## src/rtl/if_stage.sv

```systemverilog
// Instruction-fetch stage: owns the PC, drives instruction memory and loads the IF/ID register.
// Handles stall/flush from the hazard unit and branch/jump redirects resolved in ID.
module if_stage #(
  parameter logic [31:0] RESET_PC = 32'h0000_0000,
  parameter logic [31:0] NOP_WORD = 32'h0000_0000
) (
  input  logic        clk,
  input  logic        reset,
  input  logic        stall,
  input  logic        flush,
  input  logic        branch_taken,
  input  logic [31:0] branch_target,
  input  logic        jump,
  input  logic [25:0] jump_index,
  input  logic [31:0] instruction,
  output logic [31:0] pc,
  output logic [31:0] if_id_pc4,
  output logic [31:0] if_id_instr,
  output logic        if_id_valid,
  output logic [31:0] fetch_count
);

  logic [31:0] r_pc;
  logic [31:0] r_if_id_pc4;
  logic [31:0] r_if_id_instr;
  logic        r_if_id_valid;
  logic [31:0] r_fetch_count;

  logic [31:0] w_pc_plus4;
  logic [31:0] w_jump_target;
  logic [31:0] w_branch_target;
  logic [31:0] w_pc_next;
  logic        w_squash;

  assign w_pc_plus4      = r_pc + 32'd4;
  assign w_jump_target   = {r_if_id_pc4[31:28], jump_index, 2'b00};
  assign w_branch_target = {branch_target[31:2], 2'b00};
  // Any redirect makes the word fetched this cycle wrong-path, so it is squashed.
  assign w_squash        = flush | branch_taken | jump;

  // Redirects take priority over a stall.
  always_comb begin
    w_pc_next = w_pc_plus4;
    if (branch_taken) begin
      w_pc_next = w_branch_target;
    end else if (jump) begin
      w_pc_next = w_jump_target;
    end else if (stall) begin
      w_pc_next = r_pc;
    end
  end

  always_ff @(posedge clk or negedge reset) begin
    if (!reset) begin
      r_pc          <= RESET_PC;
      r_if_id_pc4   <= 32'd0;
      r_if_id_instr <= NOP_WORD;
      r_if_id_valid <= 1'b0;
      r_fetch_count <= 32'd0;
    end else begin
      r_pc <= w_pc_next;
      if (w_squash) begin
        r_if_id_instr <= NOP_WORD;
        r_if_id_valid <= 1'b0;
        r_if_id_pc4   <= w_pc_plus4;
      end else if (!stall) begin
        r_if_id_instr <= instruction;
        r_if_id_valid <= 1'b1;
        r_if_id_pc4   <= w_pc_plus4;
        r_fetch_count <= r_fetch_count + 32'd1;
      end
    end
  end

  assign pc          = r_pc;
  assign if_id_pc4   = r_if_id_pc4;
  assign if_id_instr = r_if_id_instr;
  assign if_id_valid = r_if_id_valid;
  assign fetch_count = r_fetch_count;

endmodule
```

## config.mk

```make
export PLATFORM = sky130hd
export DESIGN_NAME = if_stage
export DESIGN_NICKNAME = d
export VERILOG_FILES = /design/src/rtl/if_stage.sv
export SDC_FILE = /design/constraint.sdc
export NUM_CORES = 1
export LEC_CHECK = 0
export BUFFER_PORTS_ARGS = -buffer_cell sky130_fd_sc_hd__buf_2
export CORE_UTILIZATION = 54
export DETAILED_ROUTE_END_ITERATION = 8
export HOLD_SLACK_MARGIN = 0.15
export PLACE_DENSITY = 0.83
export SKIP_LAST_GASP = 1
export SLEW_MARGIN = 15
export SYNTH_ARGS = -nofsm -noshare
export SYNTH_HDL_FRONTEND = slang
export SYNTH_SLANG_ARGS = --single-unit
```

## constraint.sdc

```tcl
create_clock -name clk -period 3.7 [get_ports clk]
set_input_delay 0.185 -clock clk [delete_from_list [all_inputs] [get_ports clk]]
set_output_delay 0.185 -clock clk [all_outputs]
set_load 0.01 [all_outputs]
```

# Word level (Yosys, flattened, before mapping)

Index checks and enable logic that the tools add are counted.

Bits in registers: 129
Output and inout port bits: 129

$add $sub $neg: 2
Equality and inequality tests: 2
Mux-type cells: 8
Bitwise gates (word level): 4
Reductions and logical operators: 1

Operators with widths:

| cell                  | count |
|---|---|
| $mux 32               | 6 |
| $add 32x1->32 const B | 1 |
| $add 32x3->32 const B | 1 |
| $ne 3x1->1 const B    | 1 |
| $mux 1                | 2 |
| $ne 2x1->1 const B    | 1 |
| $not 1->1             | 2 |
| $or 1x1->1            | 2 |
| $reduce_and 2->1      | 1 |

# Logic depth before layout (Yosys ltp)

Gate-level depths: netlist of run 1.

Depth in word-level cells: 4
Gate-level depth with buffers: 7

# Least setup slack after synthesis of run 1

Ideal clock, no wire load.

Path kind: reg2reg
Start point: register r_pc[2], in the netlist pc[2]
End point: register r_pc[20], in the netlist pc[20]
Library setup time: 134 ps
Arrival: 1,670 ps
Setup slack: 1,897 ps
Stages on the path, launching flop included: 7
Buffers on the path: 0
Cells stage by stage: dfrtp_1 ha_1 and2_1 nand4_4 or3_4 o31ai_1 a2bb2oi_1

Word-level cells in the longest chain between the ends: 4

RTL lines:

| item                   | line | source |
|---|---|---|
| start, declared        | 23   | `logic [31:0] r_pc;` |
| start signal, assigned | 61   | `r_pc <= w_pc_next;` |
| $add 32x3->32          | 35   | `assign w_pc_plus4 = r_pc + 32'd4;` |
| $mux 32                | 48   | `end else if (stall) begin` |
| $mux 32                | 46   | `end else if (jump) begin` |
| $mux 32                | 44   | `if (branch_taken) begin` |

Every way passes these cells. The select of a mux whose other input is x is not followed.
A chain may end at the register's enable or synchronous reset.

# Final worst setup path of run 1

Start point: register r_pc[2], in the netlist pc[2]
End point: register r_pc[24], in the netlist pc[24]

Same word-level chain as after synthesis.

==> results of run 1 <==
[worst max-delay path: stages (launching register included)]
cell	delay, ps
dfrtp_1	430
ha_1	230
and2_1	300
nand4_1	140
nor2_1	380
mux2i_1	230
o221ai_1	130
dlygate4sd3_1	590
[registers in the layout (all words and copies together), names as in the netlist]
name	cells
if_id_instr	32
fetch_count	32
if_id_valid	1
if_id_pc4	30
pc	30
[cells in the final DEF (no fill, tap or decap), drive strengths merged, types with 3 or more instances in the layout]
| cell | synthesis | final |
|---|---|---|
| buf | 20 | 224 |
| and3 | 14 | 14 |
| nor2 | 33 | 33 |
| a221oi | 4 | 4 |
| nor4 | 6 | 6 |
| dlygate4sd3 | 0 | 71 |
| nor3 | 12 | 12 |
| and2 | 5 | 5 |
| a22oi | 9 | 9 |
| a2bb2oi | 3 | 3 |
| xnor2 | 49 | 49 |
| conb | 1 | 4 |
| mux2 | 3 | 3 |
| a31oi | 7 | 7 |
| xor2 | 19 | 19 |
| clkinv | 1 | 8 |
| nand2 | 66 | 66 |
| dfrtp | 125 | 125 |
| o22ai | 5 | 5 |
| clkinvlp | 0 | 3 |
| a21oi | 41 | 41 |
| a22o | 32 | 32 |
| nand4 | 23 | 23 |
| clkbuf | 22 | 20 |
| o21a | 3 | 3 |
| nand3 | 25 | 25 |
| o21ai | 43 | 43 |
| and4 | 7 | 7 |
| inv | 11 | 11 |
[final cells by class]
cell class | count | area, sq um
clock inverter | 12 | 121
sequential | 125 | 3130
antenna | 1 | 2.50
clock buffer | 20 | 447
fill | 707 | 2400
tap | 140 | 175
timing repair buffer | 295 | 1860
multi-input combinational | 440 | 2890
inverter | 12 | 45.0
[cell usage after synthesis, drive strengths merged, types with 3 or more instances]
| cell | instances |
|---|---|
| nor4 | 6 |
| mux2 | 3 |
| nand3 | 25 |
| a221oi | 4 |
| a21oi | 41 |
| and4 | 7 |
| buf | 20 |
| nand2 | 66 |
| xor2 | 19 |
| a22o | 32 |
| a22oi | 9 |
| o21ai | 43 |
| a31oi | 7 |
| and2 | 5 |
| nor2 | 33 |
| inv | 11 |
| o21a | 3 |
| clkbuf | 22 |
| dfrtp | 125 |
| o22ai | 5 |
| a2bb2oi | 3 |
| and3 | 14 |
| nand4 | 23 |
| nor3 | 12 |
| xnor2 | 49 |
[report_power, final]
group | internal [uW] | total [uW] | switching (uW)
Clock | 1000 | 1600 | 596
Sequential | 1480 | 1620 | 141
Combinational | 290 | 626 | 336
[cells by family after synthesis]
kind of cell             count (synthesis)
buffers and inverters                   54
AO/OA/AOI/OAI                          164
flip-flops                             125
other                                    1
adder cells (fa/ha/maj)                  2
multiplexers                             5
XOR/XNOR                                68
AND/OR/NAND/NOR                        197
[through the flow]
| step | hold slack [ps] | power [uW] |
|---|---|---|
| floorplan | -111 | 1910 |
| global placement | 213 | 2160 |
| detailed placement | 221 | 2190 |
| CTS | 154 | 3840 |
| global route | 154 | 3990 |
| finish | 157 | 3840 |
[repair_timing]
action / in CTS / in global routing
buffers inserted: 0 / 0
endpoints found under the hold margin: 101 / 1
hold buffers: 70 / 1
gates resized for setup: 0 / 0
setup endpoints to repair: 0 / 0
[layer usage]
metal / vias up / share of wire, % / GRT usage (%) / wire, microns
li1: 2768 / - / - / -
met1: 2960 / 37 / 36.9 / 7260
met2: 344 / 52 / 60.6 / 10100
met3: 45 / 9.3 / 10.8 / 1820
met4: 0 / 2.1 / 12.7 / 408
met5: - / 0 / 0 / 0
[path summary, 6_finish.rpt]
path,slack [ps],end,depth (start not counted)
max,1150,pc[24],7
min in group asynchronous,320,fetch_count[12],2
max reg2reg,1150,pc[24],7
min reg2reg,470,if_id_pc4[3],2
max in group asynchronous,2430,if_id_pc4[7],3
min,160,pc[19],3
==> impl_metrics.toml, run 1 <==
[grt]
grt_pass1_wl_microns = 30300
grt_pass1_vias = 6094
antenna_found_initial = 1
grt_max_degree = 72
gr-total-overflow = 0
grt_use_total_pct = 33.7

[synth]
synthMuxAreaShare_pct = 0.858
syn_area_sq_um = 6270
synth_area_leaders = "dfrtp_1, xnor2_1, a22o_1, nand2_1, a21oi_1"
synth_top_area_cell = "dfrtp_1"
async_reset_ff_share_pct = 100
ys.warnings.count = 0
ys_seq_area_share_pct = 49.9
synth.avg_cell_area_sq_um = 10.2
ys_types = 61
synth-seq-cells = 125
synthXorXnorAreaFrac_pct = 9.50
synth_edf_count = 0
yosys.area_share.simple_pct = 17.7
yosysTopAreaCellShare_pct = 49.9
synth_compound_area_share_pct = 17.2
synthCells = 616
synth_top_family_by_area = "simple AND/OR/NAND/NOR gates"
synth-adder-area-share_pct = 0.399
ys.flop_type = "dfrtp_1"

[clock_tree]
htreeDepth = 4
clk_pin_slew_worst_paths_ps = 60
tritoncts = "built"
cts_buffer_depth = 2
insertion_delay_ps = 410
cts_sinks = 125
clock-root-buffer = "clkbuf_16"
numCtsBuffers = 17

[setup_path]
critPathRequiredTime_ps = 3990
crit_path_start = "pc[2]"
critical_path_class = "reg2reg"
r2r_start = "pc[2]"
end_kind = "register"
critPathLaunchType = "register"
cp.arrival_ps = 2840
crit_fanout = 5

[sta]
rsz0062_at_grt = "false"
fin_crit_ps = 2550
max_freq_mhz = 392
setup_ws_ps = 1150
slew_violations = 0
setup_tns_ps = 0
worst_pin_slew_ps = 894
setup_viol = 0
worst_slew_margin_rel_pct = 40.2
timing.final.hold_violations = 0
post-route-period-util_pct = 68.9
skew_ps = 11.7

[drt]
ant_nets = 0
vias = 6117
wl_per_cell_microns = 18.8
drtIter0Drc = 499
drc_errors = 0
routed_wl_microns = 19600
viasPerCell = 5.85
drt_first_pass_iters = 5

[layout]
nNetsFinal = 989
final_area_sq_um = 8670
final_core_utilization_pct = 78.3
drive_above_1_share_pct = 31.1
fin_cells = 1045
area_growth_pct = 38.4

[placed_design]
place_congestion = 0.858
place_inst = 941
placed_area_sq_um = 7390
pre_cts_slack_ps = 1100
dp_hpwl_microns = 13000
portBuffers = 218

[floorplan]
core_area_sq_um = 11100
dieArea_sq_um = 12000
rows = 38
die_x_microns = 110
start_util_pct = 56.6
die_h_microns = 110
ioPinCount = 225

[power]
peakVddDrop_mv = 0.352
leakage_uw = 0.00417
power.density_nw_per_um2 = 442

[run_status]
status = "completed"

[job]
drv_cap = 0

[worst_hold_path]
worstHoldStart = "jump_index[17]"
hp-class = "in2reg"
No activity file was read; power rests on OpenSTA's default activity.
==> run 2, diff against run 1 <==
--- a/config.mk
+++ b/config.mk
@@ -6,10 +6,10 @@
 export NUM_CORES = 1
 export LEC_CHECK = 0
 export BUFFER_PORTS_ARGS = -buffer_cell sky130_fd_sc_hd__buf_2
-export CORE_UTILIZATION = 54
+export CORE_UTILIZATION = 50
 export DETAILED_ROUTE_END_ITERATION = 8
 export HOLD_SLACK_MARGIN = 0.15
-export PLACE_DENSITY = 0.83
+export PLACE_DENSITY = 0.77
 export SKIP_LAST_GASP = 1
 export SLEW_MARGIN = 15
 export SYNTH_ARGS = -nofsm -noshare
==> constraint.sdc (replaced) <==
create_clock -name clk -period 2.67 [get_ports clk]
set_input_delay 0.1335 -clock clk [delete_from_list [all_inputs] [get_ports clk]]
set_output_delay 0.1335 -clock clk [all_outputs]
set_load 0.01 [all_outputs]
==> impl_metrics.toml, run 2 (synthesis results as in run 1) <==
[grt]
grt_use_total_pct = 30.8
grt_pass1_wl_microns = 30900
grt_pass1_vias = 6225
grt_max_degree = 53
gr-total-overflow = 0
antenna_found_initial = 0

[power]
peakVddDrop_mv = 0.451
p_switching_uw = 1510
p_int_uw = 3900
power.density_nw_per_um2 = 604
switching_share_pct = 27.9
pwr-share-comb_pct = 16.9
power.share.clock_pct = 41.7
pwr-share-seq_pct = 41.4
leakage_uw = 0.00429

[placed_design]
placed_area_sq_um = 7510
place_congestion = 0.896
portBuffers = 218
dp_hpwl_microns = 12900

[layout]
regArea_sq_um = 3130
nNetsFinal = 1012
final_common_cell = "buf_2"
mostFrequentLayoutCells = "buf_2, dfrtp_1, dlygate4sd3_1"
fillers = 857
area_growth_pct = 42.7
drive_above_1_share_pct = 31.3
diodes = 0
multi_input_area_sq_um = 2900
final_area_sq_um = 8950

[clock_tree]
clk_pin_slew_worst_paths_ps = 60
cts_sinks = 125
numCtsBuffers = 17
htreeDepth = 4
cts_setup_buffers = 0
clock-root-buffer = "clkbuf_16"
tritoncts = "built"
insertion_delay_ps = 420
cts_buffer_depth = 2

[worst_hold_path]
hp-class = "in2reg"

[floorplan]
core_area_sq_um = 12100
dieArea_sq_um = 13000
die_h_microns = 114
rows = 40
die_x_microns = 114
start_util_pct = 51.8
ioPinCount = 225

[setup_path]
critPathLaunchType = "register"
path_cells = "ha_1, and2_1, nand4_1, nor2_2, mux2i_1, o221ai_1, dlygate4sd3_1"
cpMaxStageDelayCell = "dlygate4sd3_1"
critical_path_class = "reg2reg"
end_kind = "register"
critPathMaxStageDelay_ps = 590
critPathRequiredTime_ps = 2970
crit_fanout = 5
cp.arrival_ps = 2810
reg2reg_slack_ps = 160

[sta]
rsz0062_at_grt = "false"
worst_slew_margin_rel_pct = 45.0
fin_crit_ps = 2510
timing.final.hold_violations = 0
worst_pin_slew_ps = 822
slew_violations = 0
post-route-period-util_pct = 94.2
skew_ps = 6.10
setup_tns_ps = 0
max_freq_mhz = 398
setup_viol = 0

[job]
drv_cap = 0

[drt]
vias = 6115
wl_per_cell_microns = 17.9
routed_wl_microns = 19600
ant_nets = 0
drtIter0Drc = 566
drc_errors = 0
viasPerCell = 5.58
drt_first_pass_iters = 5

[run_status]
status = "completed"
[run 2: repair_timing]
item | 4_1_cts | 5_1_grt
hold endpoints to repair | 186 | 0
hold buffers | 85 | 0
gates resized for setup | 0 | 2
endpoints found under the setup margin | 0 | 2
[run 2: power groups by stage]
stage          sequential [uW]  combinational [uW]  clock [uW]
6_report                  2240                 911        2250
5_1_grt                   2260                 988        2380
4_1_cts                   2230                 900        2270
3_5_place_dp              2260                 782           0
3_3_place_gp              2250                 761           0
2_1_floorplan             2290                 365           0
[run 2: metal layers]
metal  wire length (microns)  vias up  global-route usage [%]
met5                       0        -                       0
met4                     562        0                    12.9
met3                    1640       48                    7.76
met2                    9820      337                    53.6
met1                    7550     2914                    36.2
li1                        -     2816                       -
[run 2: final timing paths]
path                       cells past startpoint            from             end
max                                            7           pc[2]          pc[24]
min                                            4  jump_index[11]          pc[13]
min reg2reg                                    1     if_id_valid     if_id_valid
min in group asynchronous                      3           reset  fetch_count[8]
max in group asynchronous                      3           reset  fetch_count[5]
max reg2reg                                    7           pc[2]          pc[24]
[run 2: area by class of cell]
cell class | count | area share (%)
Clock buffer | 22 | 5.19
Clock inverter | 10 | 1.29
Inverter | 12 | 0.503
Multi-Input combinational cell | 440 | 32.4
Sequential cell | 125 | 35.0
Tap cell | 168 | 2.35
Timing Repair Buffer | 318 | 23.3
[run 2: metrics by stage]
step,instances,util [%],hold WS [ps],power [uW],setup WS (ps)
6_report,1095,73.9,186,5400,155
5_1_grt,1095,73.9,229,5630,34.4
4_1_cts,1095,73.8,172,5400,122
3_3_place_gp,978,62.0,31.5,3010,728
2_1_floorplan,619,-,-162,2650,867
3_5_place_dp,978,62.0,34.7,3050,660
[run 2: worst max-delay path: cells and delay by family (launching register included)]
kind	cells	cell delay [ps]
simple gates	3	640
buf+inv	1	590
flops	1	440
mux	1	320
fa+ha+maj	1	240
compound gates	1	170
